<file path="src/rtl/alu_result_stage.sv">
// ALU result stage: updates the accumulator and queues each result with zero/neg/carry flags.
// The head is registered (1-cycle res_in->out_valid); flush blocks intake until the queue drains.
module alu_result_stage #(
   parameter int N     = 16,
   parameter int DEPTH = 4
) (
   input  logic                     clk,
   input  logic                     rst,
   input  logic [N-1:0]             res_in,
   input  logic                     res_valid,
   output logic                     res_ready,
   input  logic [3:0]               acc_op,
   output logic [N-1:0]             acc_val,
   input  logic                     flush,
   output logic [N-1:0]             out_data,
   output logic [2:0]               out_flags,
   output logic                     out_valid,
   input  logic                     out_ready,
   output logic [$clog2(DEPTH):0]   count,
   output logic                     busy
);

   localparam int AW = $clog2(DEPTH);
   localparam int CW = AW + 1;

   typedef enum logic {RUN, DRAIN} state_t;

   state_t         state, state_nxt;
   logic [N-1:0]   mem_dat [DEPTH];
   logic [2:0]     mem_flg [DEPTH];
   logic [AW-1:0]  wr_ptr, rd_ptr, rd_nxt;
   logic           in_xfer, out_xfer;
   logic [N:0]     sum;
   logic [N-1:0]   acc_nxt;
   logic           new_carry;
   logic [2:0]     new_flags;
   logic [CW-1:0]  cnt_after_pop, count_nxt;

   assign res_ready = (state == RUN) && !flush && ((count < CW'(DEPTH)) || out_ready);
   assign in_xfer   = res_valid && res_ready;
   assign out_valid = (count != '0);
   assign out_xfer  = out_valid && out_ready;
   assign busy      = (state == DRAIN);

   assign sum = {1'b0, acc_val} + {1'b0, res_in};

   // Non-one-hot opcodes fall through to hold.
   always_comb begin
      acc_nxt   = acc_val;
      new_carry = 1'b0;
      if (in_xfer) begin
         case (acc_op)
            4'b1000: acc_nxt = '0;
            4'b0100: begin
               acc_nxt   = sum[N-1:0];
               new_carry = sum[N];
            end
            4'b0010: acc_nxt = res_in;
            default: acc_nxt = acc_val;
         endcase
      end
   end

   assign new_flags     = {new_carry, res_in[N-1], (res_in == '0)};
   assign rd_nxt        = out_xfer ? rd_ptr + AW'(1) : rd_ptr;
   assign cnt_after_pop = count - CW'(out_xfer);
   assign count_nxt     = cnt_after_pop + CW'(in_xfer);

   always_comb begin
      state_nxt = state;
      case (state)
         RUN:     if (flush && !in_xfer) state_nxt = DRAIN;
         DRAIN:   if (count == '0 && !flush) state_nxt = RUN;
         default: state_nxt = RUN;
      endcase
   end

   always_ff @(posedge clk) begin
      if (in_xfer && !rst) begin
         mem_dat[wr_ptr] <= res_in;
         mem_flg[wr_ptr] <= new_flags;
      end
   end

   always_ff @(posedge clk) begin
      if (rst) begin
         state     <= RUN;
         acc_val   <= '0;
         wr_ptr    <= '0;
         rd_ptr    <= '0;
         count     <= '0;
         out_data  <= '0;
         out_flags <= '0;
      end else begin
         state   <= state_nxt;
         acc_val <= acc_nxt;
         count   <= count_nxt;
         rd_ptr  <= rd_nxt;
         if (in_xfer) wr_ptr <= wr_ptr + AW'(1);
         // A push into an otherwise empty queue becomes the head directly.
         if (in_xfer && cnt_after_pop == '0) begin
            out_data  <= res_in;
            out_flags <= new_flags;
         end else if (cnt_after_pop != '0) begin
            out_data  <= mem_dat[rd_nxt];
            out_flags <= mem_flg[rd_nxt];
         end
      end
   end

endmodule

</file>
<file path="config.mk">
export PLATFORM = sky130hd
export DESIGN_NAME = alu_result_stage
export DESIGN_NICKNAME = d
export VERILOG_FILES = /design/src/rtl/alu_result_stage.sv
export SDC_FILE = /design/constraint.sdc
export NUM_CORES = 1
export LEC_CHECK = 0
export ABC_AREA = 1
export BUFFER_PORTS_ARGS = -buffer_cell sky130_fd_sc_hd__buf_4
export CAP_MARGIN = 20
export CORE_UTILIZATION = 40
export CTS_CLUSTER_DIAMETER = 100
export DETAILED_ROUTE_END_ITERATION = 8
export GPL_ROUTABILITY_DRIVEN = 0
export HOLD_SLACK_MARGIN = 0.08
export PLACE_DENSITY = 0.56
export SETUP_SLACK_MARGIN = 0.4
export SYNTH_ARGS = -nofsm -noshare
export SYNTH_HDL_FRONTEND = slang
export SYNTH_SLANG_ARGS = --single-unit
export TNS_END_PERCENT = 100
</file>
<file path="constraint.sdc">
create_clock -name clk -period 2.7 [get_ports clk]
set_input_delay 0.54 -clock clk [delete_from_list [all_inputs] [get_ports clk]]
set_output_delay 0.54 -clock clk [all_outputs]
set_load 0.01 [all_outputs]
</file>
## After elaboration in Yosys (flattened, before gate mapping)

Memory sizes are Yosys's and may differ from the RTL's.
Index checks and enable logic that the tools add are counted.

- Register bits: 43
- Latch bits: 0
- Memory bits (writable): 76
- Memory bits (read-only): 0
- Input bits: 25
- Output and inout port bits: 41
- Word-level logic and storage cells: 52
- Memories kept: 2

Memory list:

| memory | words | bits a word | rd ports | clocked after memory_dff | write ports | line | source |
|---|---|---|---|---|---|---|---|
| mem_dat | 4 | 16 | 1 | 0 | 1 | 29 | `logic [N-1:0] mem_dat [DEPTH];` |
| mem_flg | 4 | 3 | 1 | 0 | 1 | 30 | `logic [2:0] mem_flg [DEPTH];` |

- $add $sub $neg: 5
- Multipliers: 0
- Divide/modulo/power cells: 0
- Order comparisons: 1
- Equal/unequal tests: 3
- Shifts and indexed selects: 0
- Muxes and demuxes: 13
- Bitwise gates (word level): 1
- Reductions and logical operators: 20

Operators with widths:

| cell | number |
|---|---|
| case mux 16 bit (3 select lines) | 1 |
| 2-to-1 mux 16 bit | 2 |
| adder 16 x 16 -> 17 bit | 1 |
| zero test 16 bit | 1 |
| nonzero test 3 bit | 3 |
| logical AND 1 bit | 8 |
| zero test 3 bit | 2 |
| 2-to-1 mux 1 bit | 6 |
| 2-to-1 mux 3 bit | 2 |
| adder 2 x 1 -> 2 bit, second input constant | 2 |
| == test 4 x 2 -> 1 bit, second input constant | 1 |
| == test 4 x 3 -> 1 bit, second input constant | 1 |
| == test 4 bit, second input constant | 1 |
| adder 3 x 1 -> 3 bit | 1 |
| zero test 1 bit | 3 |
| less-than comparator 3 bit, second input constant | 1 |
| subtractor 3 x 1 -> 3 bit | 1 |
| 2-to-1 mux 2 bit | 1 |
| case mux 1 bit (2 select lines) | 1 |
| AND reduction 2 bit | 1 |
| nonzero test 2 bit | 1 |
| logical OR 1 bit | 1 |
| inverter 1 bit | 1 |

## Depth between registers and ports, before layout

Gate-level depths: netlist of the first run.

- Depth in word-level cells: 8
- Gate-level depth with buffers: 15
- Gate-level depth less buffers: 15

## Worst setup path after synthesis of the first run

No wires, ideal clock.

- Path kind: input -> register
- From: input port flush
- To: memory mem_dat[0][0] (enable)
- Setup time: 0.393 ns
- Arrival: 1.980 ns
- Data required time: 2.307 ns
- Setup slack: 0.328 ns
- Stages: 7
- Buffers on the path: 0
- Path through: nor2_1 -> inv_1 -> nor2_2 -> nand2_2 -> inv_4 -> nand2_1 -> nor2_1

- Longest elaborated chain between the ends: 7

Ends and longest elaborated chain:

| what | line | source |
|---|---|---|
| start, declared | 14 | `input logic flush,` |
| zero test 1 bit | 39 | `assign res_ready = (state == RUN) && !flush && ((count < CW'(DEPTH)) \|\| out_ready);` |
| logical AND 1 bit (2 in series) | 39 |  |
| via res_ready | 11 | `output logic res_ready,` |
| logical AND 1 bit | 40 | `assign in_xfer = res_valid && res_ready;` |
| via in_xfer | 32 | `logic in_xfer, out_xfer;` |
| logical AND 1 bit | 79 | `if (in_xfer && !rst) begin` |
| 2-to-1 mux 1 bit | 79 |  |
| 2-to-1 mux 1 bit (implied by the code) | 80 | `mem_dat[wr_ptr] <= res_in;` |
| end, declared | 29 |  |

The timed path passes the listed nets, and every way through them passes these cells.

## Worst setup path after layout of the first run

- From: register count[0]
- To: register out_data[0]

- Longest elaborated chain between the ends: 6
- Elaborated cells on any way between the ends: 15
- Classes of those cells: add/sub: 1; order compare: 1; mux: 3; reduce/logical: 9; memory: 1

Ends and longest elaborated chain:

| what | line | source |
|---|---|---|
| start, declared | 19 | `output logic [$clog2(DEPTH):0] count,` |
| start signal, assigned | 97 | `count <= count_nxt;` |
| nonzero test 3 bit or less-than comparator 3 bit (tied branches) | 41, 39 |  |
| logical AND 1 bit or logical OR 1 bit (tied branches) | 42, 39 |  |
| subtractor 3 x 1 -> 3 bit, or another cell as far along | 66 | `assign cnt_after_pop = count - CW'(out_xfer);` |
| zero test 3 bit, or another cell as far along | 101 | `if (in_xfer && cnt_after_pop == '0) begin` |
| logical AND 1 bit or 2-to-1 mux 16 bit (tied branches) | 101, 104 |  |
| 2-to-1 mux 16 bit or nonzero test 2 bit (tied branches) | -- |  |
| end signal, assigned | 102 | `out_data <= res_in;` |
| end signal, assigned | 105 | `out_data <= mem_dat[rd_nxt];` |
| end, declared | 15 | `output logic [N-1:0] out_data,` |

Parallel ways exist; a longest one is shown, timed or not. The select of a mux whose other input is x is not followed.
A chain may end at the register's enable or synchronous reset.

==> results of run 1 <==
synth_stat cells:
cell / instances / area [µm²]
o21ai_0: 27 / 135
nand3_2: 2 / 20.0
nor2_1: 53 / 199
a31oi_1: 1 / 6.26
buf_6: 1 / 11.3
nand4_1: 2 / 12.5
o22ai_1: 1 / 6.26
buf_1: 1 / 3.75
ha_1: 24 / 300
nor4_1: 1 / 6.26
clkinv_2: 1 / 5.00
nand2_4: 3 / 33.8
nand3_1: 88 / 440
nor3_4: 1 / 16.3
and2_1: 1 / 6.26
buf_4: 7 / 52.6
clkbuf_1: 5 / 18.8
a21oi_1: 52 / 260
inv_4: 1 / 6.26
nor2_4: 1 / 11.3
nand3b_1: 5 / 37.5
nor3b_1: 1 / 7.51
o211ai_1: 10 / 75.1
xor2_1: 1 / 8.76
edfxtp_1: 72 / 2160
or2_2: 4 / 25.0
nand2_2: 4 / 25.0
nor3_1: 3 / 15.0
nand2_1: 190 / 713
o21ai_1: 7 / 35.0
inv_2: 2 / 7.51
inv_1: 129 / 484
dfxtp_1: 42 / 841
buf_2: 8 / 40.0
fa_1: 1 / 20.0
nor2_2: 1 / 6.26
worst max-delay path: cells and delay by family, from the launching register on:
kind            cells  cell delay (ns)
flops               1             0.31
buf+inv             3             0.19
xor+xnor            1             0.19
fa+ha+maj           2             0.38
compound gates      1             0.21
simple gates        6             0.73
registers in the layout (all words and copies together), names as in the netlist:
name       flops
busy           1
mem_flg       12
acc_val       16
out_data      15
mem_dat       60
count          3
rd_ptr         2
out_flags      3
wr_ptr         2
stage by stage:
stage          setup slack, ns  instances  hold WS (ns)  total power [µW]
2_1_floorplan            0.328        753         0.490              3640
3_3_place_gp             0.355        991         0.505              4340
3_5_place_dp             0.253        991         0.537              4370
4_1_cts                  0.451       1023         0.355              6680
5_1_grt                  0.342       1024         0.353              7080
6_report                 0.577       1024         0.367              6670
cell families (layout without fill, tap and decap cells):
group / after synthesis / after routing / synth area share [%]
buf+inv: 155 / 242 / 10.4
flops: 114 / 114 / 49.6
compound gates: 98 / 98 / 8.56
xor+xnor: 1 / 1 / 0.145
simple gates: 360 / 360 / 26.0
fa+ha+maj: 25 / 25 / 5.29
placed cells by master, fill, tap and decap left out, types with 2 or more instances in the layout:
| cell | instances |
|---|---|
| a21oi_1 | 52 |
| buf_12 | 4 |
| buf_4 | 73 |
| bufinv_16 | 3 |
| clkbuf_16 | 17 |
| clkinv_2 | 4 |
| clkinvlp_4 | 6 |
| dfxtp_1 | 41 |
| edfxtp_1 | 72 |
| ha_1 | 24 |
| inv_1 | 129 |
| inv_2 | 2 |
| nand2_1 | 189 |
| nand2_2 | 3 |
| nand2_4 | 5 |
| nand3_1 | 88 |
| nand3b_1 | 5 |
| nand4_1 | 2 |
| nor2_1 | 51 |
| nor2_2 | 3 |
| nor3_1 | 3 |
| o211ai_1 | 10 |
| o21ai_0 | 25 |
| o21ai_1 | 9 |
| or2_2 | 4 |
final timing paths:
path                                   end  slack (ns)  depth (start not counted)
setup / recovery  out_data[0]$_SDFFE_PP0P_        0.58                         13
hold / removal     mem_dat[3][1]$_DFFE_PP_        0.37                          1
setup reg to reg  out_data[0]$_SDFFE_PP0P_        0.58                         13
hold reg to reg    acc_val[6]$_SDFFE_PP0P_        0.54                          2
power by group:
| group | internal [µW] | switching (µW) |
|---|---|---|
| clock network | 1460 | 815 |
| registers | 2020 | 104 |
| logic | 830 | 1430 |
routing by layer:
metal / GRT usage [%] / part of all wire [%] / up-vias
met4: 8.25 / 1.8 / 0
li1: - / - / 2590
met1: 27.5 / 46 / 2394
met2: 36.3 / 47 / 133
met5: 0 / 0 / -
met3: 4.88 / 5.2 / 24
final cells by class:
cell class	instances	area (µm²)	area share, %
flip-flops and latches	114	3000	40.5
multi-input cells	484	2450	33.1
repair buffers	77	628	8.46
inverters	133	503	6.78
clock buffers	18	439	5.92
well taps	184	230	3.10
clock inverters	14	163	2.19
what timing repair did:
item	4_1_cts	5_1_grt
hold endpoints to repair	0	0
setup endpoints to repair	1	21
gates resized for setup	1	9
buffers inserted	0	1
pin swaps	0	3
==> results by group, run 1 <==
Setup path
  • Worst Path Required: 3.02 ns
  • RR Startpoint: count[0]$_SDFF_PP0_
  • Maximum fanout along the worst path: 10
  • CP max-delay cell: dfxtp_1
  • Critical-path cell list: inv_1, nand3_4, nand2_4, inv_1, ha_1, ha_1, xor2_2, nor3_4, nand2_2, o21ai_0, nor2_1, nand2_1, inv_1
  • CP endpoint kind: flip-flop
  • CP Class: flip-flop to flip-flop
  • CP startpoint: count[0]$_SDFF_PP0_
  • Most used cell, CP: inv_1
  • Slowest stage delay, CP: 0.31 ns
  • Setup crit start kind: flip-flop
  • CP arrival: 2.44 ns

Synth
  • Mapped cell area: between 0.006 and 0.007 mm²
  • Seq/Total Area, Yosys: 49.6%
  • Syn avg cell area: between 8 and 9 µm²
  • Mapped Cells: 753
  • #FFs+latches synth: 114
  • Distinct cells, synth: 36
  • Syn_nets: around 800
  • Ys Warns: 0

Cells and area
  • Final Cell Area: 0.00742 mm²
  • Inserted Diodes: 0
  • Final Util: 50.7%
  • Synth-to-layout area growth: 22.6%
  • Share of cells above drive strength 1: 15.8%
  • Nets: 877
  • # fillers: roughly 1400

Global routing
  • Grt total ovfl: 0
  • Vias in the first global route: just under 5000
  • Antenna violations before repair: 0
  • Largest net degree at the start of global routing: 47
  • All-Layer GR Usage: 21.7%
  • Global-route wire length before repair: about 26000 µm

Drt
  • Final wirelength: about 16000 µm
  • DRC Markers: 8
  • Avg Vias per Cell: 5.02
  • Via count: 5141
  • Drt wl/cell: 15.8 µm
  • 1st-iter DRT viols: between 300 and 400
  • Final antenna-violating net count: 0
  • Drt first pass iters: 7

Timing
  • Setup TNS: 0 ns
  • Final worst path period share: 78.6%
  • RSZ-0062 raised after global routing: yes
  • Worst-Margin Slew: 0.558 ns
  • Pins Over Slew Limit: 0
  • Max Clk Rate: around 470 MHz
  • Final setup fails: 0
  • Fin. Hold Viols: 0
  • Fin crit period: 2.12 ns
  • Clock Skew: 0.00701 ns
  • Max-slew headroom: 62.7%

Pwr
  • Leak pwr: about 0.0036 µW
  • Worst vdd ir: 0.511 mV
  • P per Cell Area: 898 mW/mm²

Floorplan
  • DIE WIDTH: about 130 µm
  • # IOs: 66
  • Starting density of the core: 41.3%
  • Site Rows: between 40 and 50
  • Die H: 125 µm
  • DIE AREA: between 0.015 and 0.02 mm²
  • Core ar.: 0.0146 mm²

Clock tree
  • Total clock sinks: approximately 110
  • CTS tree: done
  • Longest Clk Path Bufs: 2
  • Htree depth: 4
  • Root Buffer: clkbuf_16
  • CTS Buf Count: 17
  • Hold_buf cts: 0
  • Register clock-pin slew on the reported worst setup and hold paths: 0.05 ns
  • Clock Latency Late Sink: 0.42 ns

Run status
  • Violated checks: design-rule violations
  • Status: finished with violations

Run
  • Max-cap viol count: 0

Hold path
  • Hold Crit Start: res_in[1]
  • Hold Crit Class: input port to flip-flop

Placement
  • Cell Area, Placed: ~0.0068 mm²
  • Port-buffer cells: 65
  • Post-DP HPWL: 10700 µm
Power figures use the tool's default switching activity.
==> inputs of run 2 (changes only) <==
--- a/config.mk
+++ b/config.mk
@@ -13,7 +13,7 @@
 export DETAILED_ROUTE_END_ITERATION = 8
 export GPL_ROUTABILITY_DRIVEN = 0
 export HOLD_SLACK_MARGIN = 0.08
-export PLACE_DENSITY = 0.56
+export PLACE_DENSITY = 0.58
 export SETUP_SLACK_MARGIN = 0.4
 export SYNTH_ARGS = -nofsm -noshare
 export SYNTH_HDL_FRONTEND = slang
==> constraint.sdc (replaced) <==
create_clock -name clk -period 1.8 [get_ports clk]
set_input_delay 0.36 -clock clk [delete_from_list [all_inputs] [get_ports clk]]
set_output_delay 0.36 -clock clk [all_outputs]
set_load 0.01 [all_outputs]
==> run 2 against run 1 <==
Against the previous run:
- the flow finishes with violations (design-rule violations, negative setup slack)
- clock skew grew 0.0037 ns
- worst setup slack worse by 0.69 ns
- final cell count rose by 8.6%
- hold slack got worse by 0.15 ns
- highest routed layer unchanged
- sequential share of layout area down 7.6 points
- register-to-register slack got worse by 0.69 ns
- critical path depth up 1
- sequential power grew 52%
- critical endpoint unchanged
- first-iteration DRC count rose by 17%
==> results by group, run 2 (synthesized netlist as in run 1, its figures left out) <==
Hold path
  • Hold Crit Class: input port to flip-flop
  • Hold Crit Start: flush
  • Hold Path Stages: 3
  • Worst Hold Path EP: busy$_SDFF_PP0_

Clock tree
  • CTS Buf Count: 17
  • Register clock-pin slew on the reported worst setup and hold paths: 0.06 ns
  • CTS tree: done
  • Htree depth: 4
  • Clock Latency Late Sink: 0.42 ns
  • Root Buffer: clkbuf_16
  • Longest Clk Path Bufs: 2
  • Total clock sinks: roughly 110

Timing
  • Fin. Hold Viols: 0
  • Max-slew headroom: 62.8%
  • Final setup fails: 54
  • Pins Over Slew Limit: 0
  • Fin worst setup slack: -0.110 ns
  • Max Clk Rate: 524 MHz
  • Worst-Margin Slew: roughly 0.56 ns
  • RSZ-0062 raised after global routing: yes
  • Fin crit period: about 1.9 ns
  • Final worst path period share: 106%
  • Clock Skew: 0.0107 ns

Cells and area
  • Top flop regs: mem_dat x60, acc_val x16, out_data x15
  • Commonest non-fill, non-tap cells in the layout: nand2_1 (174), buf_4 (118), inv_1 (116)
  • Commonest non-fill, non-tap cell in the layout: nand2_1
  • Largest register FFs: 60
  • Share of cells above drive strength 1: approximately two fifths
  • Synth-to-layout area growth: 52.1%
  • Nets: 965
  • Final Util: 62.9%
  • Final Cell Area: around 0.009 mm²
  • Largest register by flop count: mem_dat
  • Inserted Diodes: 0

Floorplan
  • Starting density of the core: about 41%
  • DIE AREA: about 0.016 mm²
  • Die H: 125 µm
  • # IOs: 66
  • Core ar.: ~0.015 mm²
  • Site Rows: 44
  • DIE WIDTH: 125 µm

Drt
  • Final antenna-violating net count: 0
  • Uppermost layer routed: met4
  • DRC Markers: 6
  • Via count: between 5000 and 6000
  • Drt wl/cell: 17.4 µm
  • Final wirelength: 19400 µm
  • Drt first pass iters: 9
  • DRT met1 WL: 8180 µm
  • WL met3: ~1000 µm
  • Met2 routed WL: roughly 9800 µm
  • 1st-iter DRT viols: 414
  • Avg Vias per Cell: 5.10

Placement
  • Cell Area, Placed: 0.00751 mm²
  • Post-DP HPWL: about 12000 µm
  • Port-buffer cells: 65

Setup path
  • RR Startpoint: count[1]$_SDFF_PP0_
  • Critical-path cell list: inv_2, nand3_4, nand2_4, inv_4, ha_4, ha_4, inv_4, nor3_4, buf_6, nand2_8, o21ai_2, nor2_1, nand2_1, inv_1
  • Slowest stage delay, CP: 0.32 ns
  • Setup crit start kind: flip-flop
  • WP buf/inv: 5
  • CP top delay family: simple AND/OR/NAND/NOR gates
  • Maximum fanout along the worst path: 5
  • CP startpoint: count[1]$_SDFF_PP0_
  • CP arrival: 2.23 ns
  • CP endpoint kind: flip-flop
  • CP Class: flip-flop to flip-flop
  • FF-to-FF End: out_data[0]$_SDFFE_PP0P_
  • CP max-delay cell: dfxtp_2
  • R2r setup slk: -0.11 ns
  • Worst Path Required: 2.12 ns
  • Reg2Reg Depth: 14

Run
  • Max-cap viol count: 0

Pwr
  • P per Cell Area: about 1200 mW/mm²
  • Worst vdd ir: 0.712 mV
  • Leak pwr: 0.00418 µW

Global routing
  • Global-route wire length before repair: 30300 µm
  • Antenna violations before repair: 0
  • Grt total ovfl: 0
  • Largest net degree at the start of global routing: 40
  • All-Layer GR Usage: 25.6%
  • Vias in the first global route: 5653

Run status
  • Status: finished with violations
  • Violated checks: design-rule violations, negative setup slack
## run 2: power by group
group | internal, µW | switching, µW
Combinational | 1960 | 2690
Clock | 2000 | 1170
Sequential | 3040 | 184
Total | 7010 | 4050
## run 2: tightest hold or removal path, cell delays in order
cell      delay, ns
buf_4          0.10
o211ai_1       0.09
inv_1          0.05
## run 2: per-layer routing
layer  vias to the layer above  GRT usage, %
met5                         -             0
met4                         0          10.5
met3                        25          4.62
met2                       166          44.3
met1                      2704          31.6
li1                       2781             -
## run 2: area by class of cell
type | instances | area (µm²)
fill | 1208 | 5430
clock buffer | 19 | 433
tap | 184 | 230
inverter | 133 | 529
multi-input combinational | 485 | 3280
sequential | 114 | 3030
timing repair inverter | 2 | 17.5
timing repair buffer | 162 | 1570
clock inverter | 13 | 119
## run 2: metrics by stage
stage	setup WS [ns]	hold WS, ns	std cells	setup TNS (ns)	total power [µW]
detailed placement	-0.174	0.532	1040	-2.80	7010
global route	-0.224	0.220	1112	-7.36	11700
global placement	-0.129	0.510	1040	-1.41	6930
floorplan	-0.190	0.429	753	-2.92	5680
CTS	-0.0879	0.205	1102	-1.26	10700
finish	-0.110	0.218	1112	-2.02	11100
## run 2: worst max-delay path by stage
stage | end | slack [ns] | cells after the start
3_5_place_dp | mem_flg[2][2]$_DFFE_PP_ | -0.17 | 11
4_1_cts | out_data[4]$_SDFFE_PP0P_ | -0.09 | 14
6_report | out_data[0]$_SDFFE_PP0P_ | -0.11 | 14
5_1_grt | out_flags[0]$_SDFFE_PP0P_ | -0.22 | 15
3_3_place_gp | mem_flg[1][2]$_DFFE_PP_ | -0.13 | 11
2_1_floorplan | out_flags[2]$_SDFFE_PP0P_ | -0.19 | 13
## run 2: timing repair
action                     in CTS  in global routing
pin swaps                      44                 29
cloned                          7                  2
setup endpoints to repair     116                118
buffers inserted               23                  8
resized for setup             106                 68
hold buffers                    0                  0
